**config.mk**
```make
export PLATFORM = sky130hd
export DESIGN_NAME = fetch_stage_flat
export DESIGN_NICKNAME = d
export VERILOG_FILES = /design/src/rtl/fetch_stage_pkg.sv /design/src/rtl/fetch_stage_if.sv /design/src/rtl/fetch_stage_fifo.sv /design/src/rtl/fetch_stage.sv /design/src/flat_wrapper.sv
export SDC_FILE = /design/constraint.sdc
export NUM_CORES = 1
export LEC_CHECK = 0
export BUFFER_PORTS_ARGS = -buffer_cell sky130_fd_sc_hd__buf_2
export CAP_MARGIN = 20
export CELL_PAD_IN_SITES_DETAIL_PLACEMENT = 1
export CELL_PAD_IN_SITES_GLOBAL_PLACEMENT = 2
export CORE_ASPECT_RATIO = 1.1
export CORE_MARGIN = 5
export CORE_UTILIZATION = 39
export DETAILED_ROUTE_END_ITERATION = 8
export GPL_ROUTABILITY_DRIVEN = 0
export MAX_ROUTING_LAYER = met4
export PLACE_DENSITY_LB_ADDON = 0.3
export SLEW_MARGIN = 5
export SYNTH_ARGS = -nofsm -noshare
export SYNTH_HDL_FRONTEND = slang
export SYNTH_HIERARCHICAL = 1
export SYNTH_SLANG_ARGS = --single-unit
export TNS_END_PERCENT = 30
```
**constraint.sdc**
```tcl
create_clock -name clk -period 5.2 [get_ports clk]
set_input_delay 1.04 -clock clk [delete_from_list [all_inputs] [get_ports clk]]
set_output_delay 1.04 -clock clk [all_outputs]
set_load 0.05 [all_outputs]
```
**src/rtl/fetch_stage_pkg.sv**
```systemverilog
// Shared RV32I fetch definitions: widths, the canonical NOP and the buffer entry layout.
package fetch_stage_pkg;

  localparam int unsigned XLEN = 32;
  localparam logic [XLEN-1:0] NOP_INSTR = 32'h0000_0013;
  localparam logic [XLEN-1:0] DEFAULT_RESET_PC = 32'h0000_0000;

  // One decoded-side buffer slot: the instruction word and the PC it came from.
  typedef struct packed {
    logic [XLEN-1:0] pc;
    logic [XLEN-1:0] instr;
  } fetch_entry_t;

  // Instruction fetches are always word aligned; low address bits are discarded.
  function automatic logic [XLEN-1:0] align_word(input logic [XLEN-1:0] addr);
    return {addr[XLEN-1:2], 2'b00};
  endfunction

endpackage

```
**src/rtl/fetch_stage_if.sv**
```systemverilog
// Fetch stage boundary: imem request/response, EX redirect and the decode handshake.
interface fetch_stage_if;
  import fetch_stage_pkg::*;

  logic            imem_req_valid;
  logic            imem_req_ready;
  logic [XLEN-1:0] imem_req_addr;
  logic            imem_rsp_valid;
  logic [XLEN-1:0] imem_rsp_data;
  logic            redirect_valid;
  logic [XLEN-1:0] redirect_pc;
  logic            id_valid;
  logic            id_ready;
  logic [XLEN-1:0] id_instr;
  logic [XLEN-1:0] id_pc;

  // The fetch stage itself.
  modport master (
    output imem_req_valid, imem_req_addr, id_valid, id_instr, id_pc,
    input  imem_req_ready, imem_rsp_valid, imem_rsp_data,
           redirect_valid, redirect_pc, id_ready
  );

  // Surroundings: instruction memory, EX and decode.
  modport slave (
    input  imem_req_valid, imem_req_addr, id_valid, id_instr, id_pc,
    output imem_req_ready, imem_rsp_valid, imem_rsp_data,
           redirect_valid, redirect_pc, id_ready
  );

endinterface

```
**src/rtl/fetch_stage_fifo.sv**
```systemverilog
// Small synchronous FIFO with flush; used for the in-flight PC queue and the instruction buffer.
module fetch_fifo #(
  parameter int unsigned WIDTH = 32,
  parameter int unsigned DEPTH = 2
) (
  input  logic                   clk,
  input  logic                   reset,
  input  logic                   flush,
  input  logic                   push,
  input  logic [WIDTH-1:0]       push_data,
  input  logic                   pop,
  output logic [WIDTH-1:0]       head,
  output logic [$clog2(DEPTH):0] count,
  output logic                   full,
  output logic                   empty
);

  localparam int unsigned AW = $clog2(DEPTH);

  logic [WIDTH-1:0] mem [DEPTH];
  logic [AW-1:0]    rd_ptr;
  logic [AW-1:0]    wr_ptr;
  logic             do_push;
  logic             do_pop;

  assign empty   = (count == '0);
  assign full    = (count == (AW+1)'(DEPTH));
  assign do_pop  = pop && !empty;
  // A pop frees the slot the same cycle, so a full FIFO may still accept a push.
  assign do_push = push && (!full || do_pop);
  assign head    = mem[rd_ptr];

  // Pointer and occupancy tracking; flush discards all contents.
  always_ff @(posedge clk) begin
    if (reset || flush) begin
      rd_ptr <= '0;
      wr_ptr <= '0;
      count  <= '0;
    end else begin
      if (do_push) wr_ptr <= wr_ptr + 1'b1;
      if (do_pop)  rd_ptr <= rd_ptr + 1'b1;
      case ({do_push, do_pop})
        2'b10:   count <= count + 1'b1;
        2'b01:   count <= count - 1'b1;
        default: count <= count;
      endcase
    end
  end

  // Storage write; stale data behind the pointers is never observed.
  always_ff @(posedge clk) begin
    if (do_push) mem[wr_ptr] <= push_data;
  end

  // The owner's credit scheme must never push into a full FIFO without a pop.
  assert property (@(posedge clk) disable iff (reset || flush) !(push && full && !pop));

endmodule

```
**src/rtl/fetch_stage.sv**
```systemverilog
// IF stage: owns the fetch PC, issues credit-limited imem requests, buffers
// responses with their PCs for decode, and drops stale responses after a redirect.
module fetch_stage import fetch_stage_pkg::*; #(
  parameter logic [XLEN-1:0] RESET_PC  = DEFAULT_RESET_PC,
  parameter int unsigned     BUF_DEPTH = 2
) (
  input  logic           clk,
  input  logic           reset,
  fetch_stage_if.master  bus
);

  localparam int unsigned CW = $clog2(BUF_DEPTH) + 1;

  logic [XLEN-1:0] fetch_pc;
  logic [CW-1:0]   drop_cnt;
  logic [CW-1:0]   inflight;
  logic [CW-1:0]   buf_count;
  logic [CW:0]     credit_used;
  logic            req_fire;
  logic            buf_push;
  logic            buf_pop;
  logic            buf_empty;
  logic            buf_full;
  logic            pcq_empty;
  logic            pcq_full;
  logic [XLEN-1:0] pcq_head;
  fetch_entry_t    rsp_entry;
  fetch_entry_t    buf_head;
  logic            unused_ok;

  assign unused_ok = &{1'b0, buf_full, pcq_full, pcq_empty};

  // Issue: a request may go out only while every outstanding fetch has a guaranteed buffer slot.
  assign credit_used        = {1'b0, inflight} + {1'b0, buf_count};
  assign bus.imem_req_valid = !reset && !bus.redirect_valid &&
                              (credit_used < (CW+1)'(BUF_DEPTH));
  assign bus.imem_req_addr  = fetch_pc;
  assign req_fire           = bus.imem_req_valid && bus.imem_req_ready;

  // Response: kept only when no stale responses remain to be discarded.
  assign rsp_entry = '{pc: pcq_head, instr: bus.imem_rsp_data};
  assign buf_push  = bus.imem_rsp_valid && (drop_cnt == '0);
  assign buf_pop   = bus.id_ready && !buf_empty;

  assign bus.id_valid = !buf_empty;
  assign bus.id_instr = buf_empty ? NOP_INSTR : buf_head.instr;
  assign bus.id_pc    = buf_empty ? '0 : buf_head.pc;

  fetch_fifo #(
    .WIDTH (XLEN),
    .DEPTH (BUF_DEPTH)
  ) u_pc_queue (
    .clk       (clk),
    .reset     (reset),
    .flush     (1'b0),
    .push      (req_fire),
    .push_data (fetch_pc),
    .pop       (bus.imem_rsp_valid),
    .head      (pcq_head),
    .count     (inflight),
    .full      (pcq_full),
    .empty     (pcq_empty)
  );

  fetch_fifo #(
    .WIDTH ($bits(fetch_entry_t)),
    .DEPTH (BUF_DEPTH)
  ) u_instr_buf (
    .clk       (clk),
    .reset     (reset),
    .flush     (bus.redirect_valid),
    .push      (buf_push),
    .push_data (rsp_entry),
    .pop       (buf_pop),
    .head      (buf_head),
    .count     (buf_count),
    .full      (buf_full),
    .empty     (buf_empty)
  );

  // Fetch PC: redirect target wins, otherwise advance by one word per accepted request.
  always_ff @(posedge clk) begin
    if (reset) begin
      fetch_pc <= RESET_PC;
    end else if (bus.redirect_valid) begin
      fetch_pc <= align_word(bus.redirect_pc);
    end else if (req_fire) begin
      fetch_pc <= fetch_pc + 32'd4;
    end
  end

  // Stale-response counter. The PC queue tracks every outstanding request,
  // stale or not, so after a redirect everything still outstanding is stale;
  // counting it this way keeps back-to-back redirects from over-dropping.
  always_ff @(posedge clk) begin
    if (reset) begin
      drop_cnt <= '0;
    end else if (bus.redirect_valid) begin
      drop_cnt <= inflight + CW'(req_fire) - CW'(bus.imem_rsp_valid);
    end else if (bus.imem_rsp_valid && (drop_cnt != '0)) begin
      drop_cnt <= drop_cnt - 1'b1;
    end
  end

endmodule

```
**src/flat_wrapper.sv**
```systemverilog
// flat-port wrapper written by rule: the top's interface ports become plain ports
module fetch_stage_flat import fetch_stage_pkg::*;
#(
  parameter logic [XLEN-1:0] RESET_PC  = DEFAULT_RESET_PC,
  parameter int unsigned     BUF_DEPTH = 2
)
  (clk, reset, bus_imem_req_valid, bus_imem_req_addr, bus_id_valid, bus_id_instr, bus_id_pc, bus_imem_req_ready, bus_imem_rsp_valid, bus_imem_rsp_data, bus_redirect_valid, bus_redirect_pc, bus_id_ready);
  fetch_stage_if bus_i ();
  input  logic clk;
  input  logic reset;
  output wire logic [$bits(bus_i.imem_req_valid)-1:0] bus_imem_req_valid;
  output wire logic [$bits(bus_i.imem_req_addr)-1:0] bus_imem_req_addr;
  output wire logic [$bits(bus_i.id_valid)-1:0] bus_id_valid;
  output wire logic [$bits(bus_i.id_instr)-1:0] bus_id_instr;
  output wire logic [$bits(bus_i.id_pc)-1:0] bus_id_pc;
  input wire logic [$bits(bus_i.imem_req_ready)-1:0] bus_imem_req_ready;
  input wire logic [$bits(bus_i.imem_rsp_valid)-1:0] bus_imem_rsp_valid;
  input wire logic [$bits(bus_i.imem_rsp_data)-1:0] bus_imem_rsp_data;
  input wire logic [$bits(bus_i.redirect_valid)-1:0] bus_redirect_valid;
  input wire logic [$bits(bus_i.redirect_pc)-1:0] bus_redirect_pc;
  input wire logic [$bits(bus_i.id_ready)-1:0] bus_id_ready;
  assign bus_imem_req_valid = bus_i.imem_req_valid;
  assign bus_imem_req_addr = bus_i.imem_req_addr;
  assign bus_id_valid = bus_i.id_valid;
  assign bus_id_instr = bus_i.id_instr;
  assign bus_id_pc = bus_i.id_pc;
  assign bus_i.imem_req_ready = bus_imem_req_ready;
  assign bus_i.imem_rsp_valid = bus_imem_rsp_valid;
  assign bus_i.imem_rsp_data = bus_imem_rsp_data;
  assign bus_i.redirect_valid = bus_redirect_valid;
  assign bus_i.redirect_pc = bus_redirect_pc;
  assign bus_i.id_ready = bus_id_ready;
  fetch_stage #(.RESET_PC(RESET_PC), .BUF_DEPTH(BUF_DEPTH)) u_core (.clk(clk), .reset(reset), .bus(bus_i));
endmodule
```
==> results of run 1 <==
==> metal layers <==
layer / vias up / wire length (um)
li1: 2938 / -
met1: 3112 / 10400
met2: 178 / 11600
met3: 33 / 1450
met4: 0 / 326
met5: - / 0
==> worst paths after layout <==
check                                            startpoint                                endpoint  slack, ps  depth (start not counted)
setup / recovery                                   register                         bus_id_instr[3]       1390                          4
hold / removal    u_core/bus.imem_req_addr[31]$_SDFFE_PP0P_  u_core/u_pc_queue/mem[1][31]$_DFFE_PP_        550                          0
setup reg to reg   u_core/u_instr_buf/count[0]$_SDFFE_PP0P_  u_core/u_pc_queue/mem[1][16]$_DFFE_PP_       1670                          8
hold reg to reg   u_core/bus.imem_req_addr[31]$_SDFFE_PP0P_  u_core/u_pc_queue/mem[1][31]$_DFFE_PP_        550                          0
==> area by class of cell <==
class / instances / share of cell area, %
sequential: 234 / 55.2
multi-input combinational: 418 / 26.3
timing repair buffer: 173 / 7.44
clock buffer: 31 / 5.58
tap: 346 / 3.61
clock inverter: 14 / 1.40
inverter: 15 / 0.470
==> per-stage QoR <==
stage	hold WS [ps]	area (um^2)
after floorplan	520	10000
after global placement	528	11100
after detailed placement	540	11100
after CTS	550	12000
after global routing	568	12000
final	550	12000
==> sequential cells by signal, indices dropped and copies added (netlist names), 2 cells and up, named ones only <==
signal / flops
u_core/drop_cnt: 2
u_core/u_pc_queue/mem: 64
u_core/u_instr_buf/count: 2
u_core/u_instr_buf/mem: 128
u_core/u_pc_queue/count: 2
u_core/bus.imem_req_addr: 30
==> power by group through the flow <==
stage | Clock [mW] | Combinational (mW) | Sequential (mW)
global placement | 0 | 0.400 | 2.20
floorplan | 0 | 0.238 | 2.25
CTS | 1.85 | 0.415 | 2.17
detailed placement | 0 | 0.412 | 2.21
global route | 1.94 | 0.439 | 2.18
finish | 1.80 | 0.408 | 2.17
==> worst reg2reg max path: stages (launching register included) <==
cell and delay (ps):
dfxtp_1 500, and2_1 190, fa_1 470, nor3b_2 230, nand2_1 250, clkinv_1 360, o21ai_2 170, nor2_2 640
buf_4 400
==> flow_metrics.env, run 1 <==
export IMPL_grt_most_used_layer="met2"
export IMPL_multiInputGateArea_mm2=0.00316
export IMPL_fin_setup_tns_ps=0
export IMPL_switching_power_mw=1.03
export IMPL_clockBufferDepth=3
export IMPL_place_inst=1186
export IMPL_startpoint_type="register"
export IMPL_grt_overflow_total=0
export IMPL_post_dp_hpwl_um=15800
export IMPL_die_area_mm2=0.0289
export IMPL_wl_per_cell_um=19.3
export IMPL_status="completed"
export IMPL_grt_pass1_wl_um=37300
export IMPL_clock_fmax_mhz=263
export IMPL_cts_resized=0
export IMPL_cts_setup_buffers=0
export IMPL_n_antenna_cell=0
export IMPL_numCtsBuffers=25
export IMPL_finalPower_mw=4.38
export IMPL_cts_hold_fix_buffers=0
export IMPL_grt_max_degree=67
export IMPL_seq_area_mm2=0.00661
export IMPL_drt_iter0_drc=317
export IMPL_min_period_over_period_pct=73.2
export IMPL_finalHoldViolCount=0
export IMPL_maxCapViolCount=0
export IMPL_io_pins=168
export IMPL_initial_core_util_pct=39.5
export IMPL_crit_slowest_cell="dfxtp_2"
export IMPL_power_share_combinational_pct=9.3
export IMPL_grt_use_met3_pct=3.02
export IMPL_synth_area_mm2=0.00997
export IMPL_cts_tree="built"
export IMPL_use_met1_pct=21.1
export IMPL_nNetsFinal=942
export IMPL_intPower_mw=3.35
export IMPL_synthCells=692
export IMPL_critPathRequiredTime_ps=4160
export IMPL_wl_um=23800
export IMPL_critical_path_class="reg -> out"
export IMPL_ys_warn_count=6
export IMPL_skew_ps=12.4
export IMPL_h_tree_depth=1
export IMPL_grtUsageTotal_pct=16.5
export IMPL_dp_slack_ps=1270
export IMPL_cp_max_fo=41
export IMPL_n_fill_cell=2580
export IMPL_worstMarginPinSlew_ps=1050
export IMPL_syn_avg_cell_area_um2=14.4
export IMPL_power_frac_clock_pct=41.1
export IMPL_grt_antenna_before_repair=0
export IMPL_critPathBufInv=2
export IMPL_slew_headroom_pct=29.8
export IMPL_cellPowerDensity_mw_per_mm2=365
export IMPL_finalCriticalPeriod_ps=3810
export IMPL_hp_class="reg -> reg"
export IMPL_final_common_cell="edfxtp_1"
export IMPL_placeableCoreArea_mm2=0.0253
export IMPL_avgViaCountPerCell=5.09
export IMPL_final_cell_mix="192 x edfxtp_1, 163 x buf_2, 94 x mux2_2"
export IMPL_p_leak_nw=4.31
export IMPL_power_frac_seq_pct=49.6
export IMPL_clock_sinks=234
export IMPL_area_growth_pct=20.2
export IMPL_port_buffers=163
export IMPL_num_vias=6261
export IMPL_cp_slowest_stage_delay_ps=1000
export IMPL_final_cells=1231
export IMPL_die_width_um=162
export IMPL_finalSetupViolCount=0
export IMPL_layout_setup_ws_ps=1390
export IMPL_drv_slew=0
export IMPL_post_route_util_pct=47.4
export IMPL_ir_worst_vdd_mv=0.226
export IMPL_drc_errors=0
export IMPL_use_met2_pct=27.6
export IMPL_cp_end_kind="output port"
export IMPL_rows=61
export IMPL_grt_pass1_vias=6869
export IMPL_worstPathCellList="buf_4 > mux2_2 > nor2b_1 > buf_2"
export IMPL_cts_clk_slew_worst_paths_ps=60
export IMPL_cts_root_buf="clkbuf_16"
export IMPL_insertion_delay_ps=500
export IMPL_path_delay_family="flip-flops"
export IMPL_swShare_pct=23.5
export IMPL_rsz0062_at_grt="no"
export IMPL_critical_path_arrival_ps=2770
export IMPL_antenna_left=0
export IMPL_die_height_um=178
export IMPL_first_pass_iters=4
export IMPL_drive_above_1_share_pct=37.2
(Power assumes the default switching activity.)
==> inputs of run 2 (changes only) <==
clock period = 3.8 ns   (was 5.2 ns; I/O delays follow)
==> flow_metrics.env, run 2 (same netlist as run 1, synthesis figures left out) <==
export IMPL_status="completed"
export IMPL_insertion_delay_ps=520
export IMPL_numCtsBuffers=24
export IMPL_cts_root_buf="clkbuf_16"
export IMPL_n_antenna_cell=0
export IMPL_min_period_over_period_pct=86.8
export IMPL_cp_slowest_stage_delay_ps=500
export IMPL_die_width_um=162
export IMPL_die_area_mm2=0.0289
export IMPL_cts_tree="built"
export IMPL_postLayoutCellArea_mm2=0.0120
export IMPL_r2r_end="u_core/bus.imem_req_addr[20]$_SDFFE_PP0P_"
export IMPL_grt_max_degree=65
export IMPL_cts_setup_buffers=0
export IMPL_avgViaCountPerCell=5.07
export IMPL_drive_above_1_share_pct=37.3
export IMPL_rows=61
export IMPL_finalCriticalPeriod_ps=3300
export IMPL_grt_overflow_total=0
export IMPL_initial_core_util_pct=39.5
export IMPL_post_dp_hpwl_um=16000
export IMPL_reg2regPathDepth=6
export IMPL_worstMarginPinSlew_ps=1030
export IMPL_slew_headroom_pct=31.5
export IMPL_cts_hold_fix_buffers=0
export IMPL_antenna_left=0
export IMPL_cp_end_kind="output port"
export IMPL_finalHoldViolCount=0
export IMPL_worstPathCellList="and2_1 > fa_1 > nor4_1 > buf_2"
export IMPL_critical_path_class="reg -> out"
export IMPL_post_route_util_pct=47.3
export IMPL_holdWs_ps=431
export IMPL_cellPowerDensity_mw_per_mm2=485
export IMPL_port_buffers=163
export IMPL_maxCapViolCount=0
export IMPL_crit_slowest_cell="dfxtp_1"
export IMPL_hp_class="in -> reg"
export IMPL_placeableCoreArea_mm2=0.0253
export IMPL_num_vias=6257
export IMPL_setup_worst_path_start="u_core/u_instr_buf/count[0]$_SDFFE_PP0P_"
export IMPL_ir_worst_vdd_mv=0.250
export IMPL_final_cell_mix="192 x edfxtp_1, 163 x buf_2, 94 x mux2_2"
export IMPL_crit_cells=4
export IMPL_first_pass_iters=4
export IMPL_grt_antenna_before_repair=0
export IMPL_regMostFlops="u_core/u_instr_buf/mem"
export IMPL_p_leak_nw=4.30
export IMPL_startpoint_type="register"
export IMPL_cts_clk_slew_worst_paths_ps=60
export IMPL_critPathBufInv=1
export IMPL_critical_path_arrival_ps=2540
export IMPL_finalSetupViolCount=0
export IMPL_crit_end="bus_imem_req_valid"
export IMPL_final_common_cell="edfxtp_1"
export IMPL_drc_errors=0
export IMPL_place_area_mm2=0.0112
export IMPL_grt_pass1_wl_um=37500
export IMPL_grt_pass1_vias=6952
export IMPL_cp_max_fo=8
export IMPL_drt_iter0_drc=338
export IMPL_nNetsFinal=946
export IMPL_drv_slew=0
export IMPL_cts_resized=0
export IMPL_wl_um=23900
export IMPL_die_height_um=178
export IMPL_grtUsageTotal_pct=16.7
export IMPL_reg2reg_slack_ps=820
export IMPL_critPathRequiredTime_ps=3040
export IMPL_rsz0062_at_grt="no"
export IMPL_io_pins=168
export IMPL_clock_fmax_mhz=303
export IMPL_fin_setup_tns_ps=0
export IMPL_clockBufferDepth=3
export IMPL_clock_sinks=234
export IMPL_area_growth_pct=19.9
export IMPL_largest_reg_flops=128
export IMPL_h_tree_depth=1
export IMPL_r2r_start="u_core/u_instr_buf/count[0]$_SDFFE_PP0P_"
export IMPL_skew_ps=13.6
export IMPL_wl_per_cell_um=19.3
export IMPL_path_delay_family="simple AND/OR/NAND/NOR gates"
export IMPL_n_fill_cell=2630
-- run 2: cell count changes in the layout (fill, tap and decap cells not counted) --
cell and delta:
buf_4 +4, bufinv_16 -3, buf_12 +1, clkinv_1 +1
clkinv_4 +1, clkinvlp_2 -1, clkinvlp_4 +1
-- run 2: worst min-delay path by stage --
stage,startpoint,to,slack [ps],cells past startpoint
final,bus_imem_rsp_data[26],u_core/u_instr_buf/mem[1][26]$_DFFE_PP_,430,1
after global routing,bus_imem_rsp_data[27],u_core/u_instr_buf/mem[1][27]$_DFFE_PP_,410,1
after CTS,bus_imem_rsp_data[25],u_core/u_instr_buf/mem[1][25]$_DFFE_PP_,400,1
after detailed placement,u_core/bus.imem_req_addr[29]$_SDFFE_PP0P_,u_core/u_pc_queue/mem[0][29]$_DFFE_PP_,540,0
after global placement,u_core/bus.imem_req_addr[31]$_SDFFE_PP0P_,u_core/u_pc_queue/mem[0][31]$_DFFE_PP_,520,0
after floorplan,u_core/u_instr_buf/rd_ptr$_SDFFE_PP0P_,register,520,2
-- run 2: where the power goes --
group | total, mW | leakage (nW) | internal, mW | switching (mW)
Clock | 2.27 | 0.369 | 1.31 | 0.958
Combinational | 0.566 | 1.80 | 0.176 | 0.390
Sequential | 2.97 | 2.13 | 2.89 | 0.0725
-- run 2: area by class of cell --
cell class	count	area (um^2)	area share, %
Clock buffer	31	668	5.59
Sequential cell	234	6610	55.3
Inverter	15	56.3	0.471
Clock inverter	13	92.6	0.775
Timing Repair Buffer	178	941	7.87
Tap cell	346	433	3.62
Multi-Input combinational cell	418	3160	26.4
-- run 2: per-layer routing --
metal	vias up	share of wire (%)	GRT usage [%]
li1	2954	-	-
met1	3100	45	21.4
met2	167	48	27.9
met3	36	4.6	2.62
met4	0	2.0	4.16
met5	-	0	-
-- run 2: stage by stage --
stage,worst slack [ps],total power [mW],std cells
floorplan,-549,3.40,703
global placement,956,3.57,1191
detailed placement,863,3.59,1191
CTS,485,5.88,1235
global route,384,6.03,1235
finish,502,5.80,1235
